## config.mk

```make
export PLATFORM = sky130hd
export DESIGN_NAME = led_bar_sched
export DESIGN_NICKNAME = d
export VERILOG_FILES = /design/src/rtl/led_bar_sched.sv
export SDC_FILE = /design/constraint.sdc
export NUM_CORES = 1
export LEC_CHECK = 0
export CAP_MARGIN = 15
export CORE_MARGIN = 1.5
export CORE_UTILIZATION = 40
export CTS_CLUSTER_SIZE = 12
export DETAILED_ROUTE_END_ITERATION = 16
export RECOVER_POWER = 100
export SLEW_MARGIN = 10
export SYNTH_ARGS = -nofsm -noshare
export SYNTH_HDL_FRONTEND = slang
export SYNTH_SLANG_ARGS = --single-unit
```

## constraint.sdc

```tcl
create_clock -name clk -period 3.61 [get_ports clk]
set_input_delay 0.722 -clock clk [delete_from_list [all_inputs] [get_ports clk]]
set_output_delay 0.722 -clock clk [all_outputs]
set_load 0.01 [all_outputs]
```

## src/rtl/led_bar_sched.sv

```systemverilog
// led_bar_sched: per-channel sample capture with periodic LED bar refresh and peak-hold/decay display.
module led_bar_sched #(
   parameter int DATA_W      = 4,
   parameter int NCH         = 3,
   parameter int REFRESH_CYC = 1000,
   parameter int HOLD_TICKS  = 8
)(
   input  logic                  clk,
   input  logic                  rst,
   input  logic [NCH*DATA_W-1:0] ch_data_i,
   input  logic [NCH-1:0]        ch_valid_i,
   input  logic [1:0]            sel_i,
   input  logic                  hold_en_i,
   output logic [DATA_W-1:0]     bar_din_o,
   output logic                  bar_update_o,
   output logic                  bar_clr_o,
   output logic [DATA_W-1:0]     peak_o
);
   localparam int CW = REFRESH_CYC > 1 ? $clog2(REFRESH_CYC) : 1;
   localparam int HW = $clog2(HOLD_TICKS + 1);

   typedef enum logic [1:0] {IDLE, CLEAR, RUN} state_t;

   state_t            state, state_d;
   logic [1:0]        sel_q;
   logic [DATA_W-1:0] sample_q, new_data, cur, peak_d;
   logic [CW-1:0]     cnt;
   logic [HW-1:0]     hold_q, hold_d;
   logic              sel_ok, new_vld, run, tick;

   assign sel_ok = 32'(sel_i) < NCH;

   always_comb begin
      state_d = IDLE;
      case (state)
         IDLE:    state_d = sel_ok ? CLEAR : IDLE;
         CLEAR:   state_d = RUN;
         RUN:     state_d = sel_i != sel_q ? IDLE : RUN;
         default: state_d = IDLE;
      endcase
      new_data = '0;
      new_vld  = 1'b0;
      for (int k = 0; k < NCH; k++)
         if (sel_q == 2'(k)) begin
            new_data = ch_data_i[k*DATA_W +: DATA_W];
            new_vld  = ch_valid_i[k];
         end
      // a selection change aborts the cycle: no capture, no tick
      run  = state == RUN && sel_i == sel_q;
      tick = run && cnt == CW'(REFRESH_CYC - 1);
      cur  = run && new_vld ? new_data : sample_q;
      peak_d = peak_o;
      hold_d = hold_q;
      if (cur >= peak_o) begin
         peak_d = cur;
         hold_d = '0;
      end else if (hold_q < HW'(HOLD_TICKS))
         hold_d = hold_q + 1'b1;
      else
         peak_d = peak_o - 1'b1;
   end

   always_ff @(posedge clk or posedge rst) begin
      if (rst) begin
         state        <= IDLE;
         sel_q        <= '0;
         sample_q     <= '0;
         peak_o       <= '0;
         hold_q       <= '0;
         cnt          <= '0;
         bar_din_o    <= '0;
         bar_update_o <= 1'b0;
         bar_clr_o    <= 1'b0;
      end else begin
         state        <= state_d;
         bar_clr_o    <= state_d == CLEAR;
         bar_update_o <= tick;
         if (state == IDLE)
            sel_q <= sel_i;
         if (state == CLEAR) begin
            sample_q <= '0;
            peak_o   <= '0;
            hold_q   <= '0;
            cnt      <= '0;
         end else if (run) begin
            sample_q <= cur;
            cnt      <= tick ? '0 : cnt + 1'b1;
            if (tick) begin
               peak_o    <= peak_d;
               hold_q    <= hold_d;
               bar_din_o <= hold_en_i ? peak_d : cur;
            end
         end
      end
   end
endmodule

```

## After elaboration in Yosys (flattened, before gate mapping)

Cells that the tools add are included.

- Logic and storage cells: 61
- Output and inout port bits: 10
- Input bits: 20
- Bits in registers: 32

- Add/subtract/negate cells: 3
- Mux-type cells: 26
- Bitwise operators: 1
- Order comparisons: 3
- Reduce and logical (&&, ||, !) cells: 11
- Equality and inequality tests: 8

Operator list:

| cell | count |
|---|---|
| $mux W4 | 17 |
| $mux W10 | 3 |
| $add A10 B1 Y10 const B | 1 |
| $eq A10 B10 Y1 const B | 1 |
| $eq A2 B1 Y1 const B | 3 |
| $pmux W2 S3 | 1 |
| $reduce_and A3 Y1 | 2 |
| $add A4 B1 Y4 const B | 1 |
| $eq A2 B2 Y1 const B | 2 |
| $ge A4 B4 Y1 | 1 |
| $logic_not A2 Y1 | 2 |
| $lt A4 B4 Y1 const B | 1 |
| $mux W1 | 4 |
| $reduce_bool A2 Y1 | 2 |
| $sub A4 B1 Y4 const B | 1 |
| $logic_and A1 B1 Y1 | 3 |
| $reduce_bool A3 Y1 | 1 |
| $eq A2 B2 Y1 | 1 |
| $lt A2 B2 Y1 const B | 1 |
| $mux W2 | 1 |
| $ne A2 B2 Y1 | 1 |
| $reduce_and A2 Y1 | 1 |
| $not A1 Y1 | 1 |

## Logic depth before layout (Yosys ltp)

- Depth in word-level cells: 11
- Gate-level depth with buffers: 13
- Mapped depth without buffers: 11

## Least setup slack after synthesis

No wires, ideal clock.

- Kind: input to register
- From: input port sel_i[0]
- To: register bar_din_o[1]
- Stages: 11
- Arrival: 2.902 ns
- Required time: 3.486 ns
- Path buffers: 1
- Path slack: 0.584 ns
- Setup time: 0.124 ns
- Cell sequence: xnor2_4 -> and3_4 -> nand2_1 -> mux2i_2 -> ha_1 -> nand2b_1 -> a2111o_1 -> nand2_2 -> buf_6 -> a21oi_2 -> a211o_1

- Longest elaborated chain between the ends: 7
- Elaborated cells between the ends (all ways): 9
- Classes of those cells: order compare: 1; eq/ne: 1; mux: 3; reduce/logical: 4

RTL lines:

| what | line | text |
|---|---|---|
| start: declaration | 12 | `input logic [1:0] sel_i,` |
| $eq A2 B2 Y1 (*) | 49 | `run = state == RUN && sel_i == sel_q;` |
| $logic_and A1 B1 Y1 (*) | 49 |  |
| $logic_and A1 B1 Y1 | 51 | `cur = run && new_vld ? new_data : sample_q;` |
| $mux W4 | 51 |  |
| $ge A4 B4 Y1 | 54 | `if (cur >= peak_o) begin` |
| $mux W4 | 54 |  |
| $mux W4 | 91 | `bar_din_o <= hold_en_i ? peak_d : cur;` |
| end signal: assignment | 91 |  |
| end: declaration | 14 | `output logic [DATA_W-1:0] bar_din_o,` |

Every way passes the cells marked *; elsewhere a longest branch is shown, timed or not.
A chain may end at the register's enable or synchronous reset.

## Final worst setup path

Ends and elaborated chain as after synthesis.

==> impl_results.md <==
- Fmax: 295.9 MHz
- Crit path launch type: input port
- Final Max Tran Viols: 0
- Clock slew seen by the registers of the worst setup and hold paths: 0.07 ns
- Period utilization: 93.61%
- Area Growth Syn to Fin: 26.24%
- Hold WC Path Type: reg2reg
- DRC violations left: 0
- Mapped Cells: 206
- DRT met1 WL: 2301 um
- Vias in the first global route: 1,685
- Synthesized cell area: 2046 sq um
- Std-Cell Rows: 25
- Final Hold Viols: 0
- Sequential fraction of the synthesis area: 39.14%
- Leak: 1.150 nW
- Pre-antenna DRT Iters: 4
- Top sig layer: met4
- Critical Path AT: 3.55 ns
- Core footprint: 4817 sq um
- Mean post-synth cell area: 9.931 sq um
- Worst VDD drop: 0.3672 mV
- Status: finished clean
- Post-placement setup slack: 0.02191 ns
- Overall die height: 74.52 um
- Fillers: 474
- Slew HR: 42.90%
- Final Skew: 0.005256 ns
- Die ar.: 5552 sq um
- Post-synthesis register bit count: 32
- Crit end category: register
- Hpwl dp: 3735 um
- CTS max path bufs: 2
- Tmin final: 3.379 ns
- Placed cells: 314
- Ys async rst share: 100.0%
- Met3 routed wirelength: 183 um
- Non-filler cells, final: 322
- Routed Antenna Nets: 0
- Total grt overflow: 0
- Setup CP Type: in2reg
- Post-synth top flop: dfrtp_1
- Yosys warnings: 0
- Global-route wire length before repair: 8114 um
- First DRT Iteration DRCs: 109
- Drt total wl: 4777 um
- CTS H-tree lvls: 2
- Slowest Stage Delay on Critical Path: 0.65 ns
- PD cells: 470.9 nW/um^2
- Initial cell density of the core: 42.47%
- Ant. Diodes: 0
- Final net count: 281
- Tot GR Track Use: 19.42%
- EDFF count, synth: 0
- Post-CTS Setup Inserts: 0
- Hold Worst Slack: 0.4890 ns
- CTS tree: done
- Largest net degree at the start of global routing: 22
- RSZ-0062 raised after global routing: false
- I/O Pins: 30
- WP data required: 3.78 ns
- Unique masters post-synth: 58
- CP cell instances: dlygate4sd3_1 -> xnor2_4 -> and3_4 -> nand2_1 -> mux2i_2 -> ha_1 -> nand2b_1 -> a2111o_1 -> nand2_2 -> a21oi_1 -> a211o_1
- Most frequent cells in the layout: dfrtp_1, clkdlybuf4s50_1, nand2_1
- Most common cell after layout, fill and taps aside: dfrtp_1
- Initial antenna violation count: 0
- Final setup vio count: 0
- Chip width: 74.52 um
- Final setup TNS: 0 ns
- GPL Wtd Cong: 0.9170
- Syn nets: 233
- Port Buffers: 29
- Vias: 1,725
- CTS Root Cell: clkbuf_8
- Wire per inst: 14.84 um
- Max Cap Violations: 0
- Post-cts sizing count: 0
- Crit Path Max Fanout: 8
- Num CTS Buffers: 5
- Slowest cell on the critical path: dlygate4sd3_1
- Layout cells sized above 1: 14.90%
- WL met2: 2220 um
- Drt via density: 5.357
- Clock network latency to the later pin of the worst-skew pair: 0.29 ns
- Slew @ Worst Pin: 0.8525 ns
- PnR worst setup slack: 0.2307 ns
- TritonCTS sink count: 32
- # hold bufs at CTS: 0
sequential cells by signal (all words and copies together) (netlist names):
signal,cells
cnt,10
bar_din_o,4
hold_q,4
peak_o,4
sample_q,4
sel_q,2
state,2
bar_clr_o,1
bar_update_o,1
layout make-up:
cell class                      count  area [sq um]  share of cell area [%]
Tap cell                           67         83.83                   3.246
Clock inverter                      3         42.54                   1.647
Timing Repair Buffer               48         414.1                   16.04
Multi-Input combinational cell    158          1139                   44.09
Inverter                            9         33.78                   1.308
Clock buffer                        5         68.82                   2.665
Sequential cell                    32         800.8                   31.01
metal layers:
layer | vias to the layer above | track usage [%]
li1 | 873 | -
met1 | 811 | 25.93
met2 | 34 | 32.14
met3 | 7 | 2.846
met4 | 0 | 6.869
met5 | - | 0
cells in the mapped netlist, drive strengths merged (3+ instances only):
cell,number,share of area (%)
nand2,17,3.5
and4,5,2.1
mux2i,7,3.6
dfrtp,32,39
a21oi,16,4.5
a211oi,5,1.8
nand2b,7,2.1
and3,3,1.2
nand3,11,2.9
ha,7,4.3
xnor2,8,5.3
inv,9,1.7
nor3,6,2.0
buf,6,2.5
o21ai,11,2.9
nor2,14,2.6
nor3b,3,1.1
nand4,3,0.92
worst max-delay path: cells and delay by family:
family,cells,cell delay (ns)
xor+xnor,1,0.16
simple gates,4,0.57
fa+ha+maj,1,0.25
buf+inv,1,0.65
compound gates,3,0.94
mux,1,0.24
worst paths after layout:
kind | from | to | slack [ns] | depth (start not counted)
setup / recovery | sel_i[0] | bar_din_o[1] | 0.23 | 11
hold / removal | sample_q[2] | sample_q[2] | 0.49 | 2
setup reg to reg | sel_q[0] | bar_din_o[1] | 0.64 | 11
hold reg to reg | sample_q[2] | sample_q[2] | 0.49 | 2
max in group asynchronous | rst | cnt[0] | 1.82 | 3
min in group asynchronous | rst | state[1] | 1.03 | 2
power breakdown:
part	internal [mW]	total, mW	switching [mW]
Sequential	0.393	0.453	0.0595
Combinational	0.194	0.414	0.220
Clock	0.204	0.349	0.145
stage by stage:
stage | util (%) | area, sq um | power [mW]
after floorplan | - | 2046 | 0.7547
after global placement | 52.05 | 2507 | 0.8988
after detailed placement | 52.05 | 2507 | 0.9015
after CTS | 54.36 | 2619 | 1.250
after global routing | 53.61 | 2582 | 1.286
final | 53.61 | 2582 | 1.216
logic make-up after synthesis:
| family | synth area share, % |
|---|---|
| adder cells (fa/ha/maj) | 4.281 |
| AO/OA/AOI/OAI | 19.39 |
| AND/OR/NAND/NOR | 22.45 |
| buffers and inverters | 4.342 |
| multiplexers | 4.709 |
| flip-flops | 39.14 |
| XOR/XNOR | 5.688 |
(Power assumes the default switching activity.)
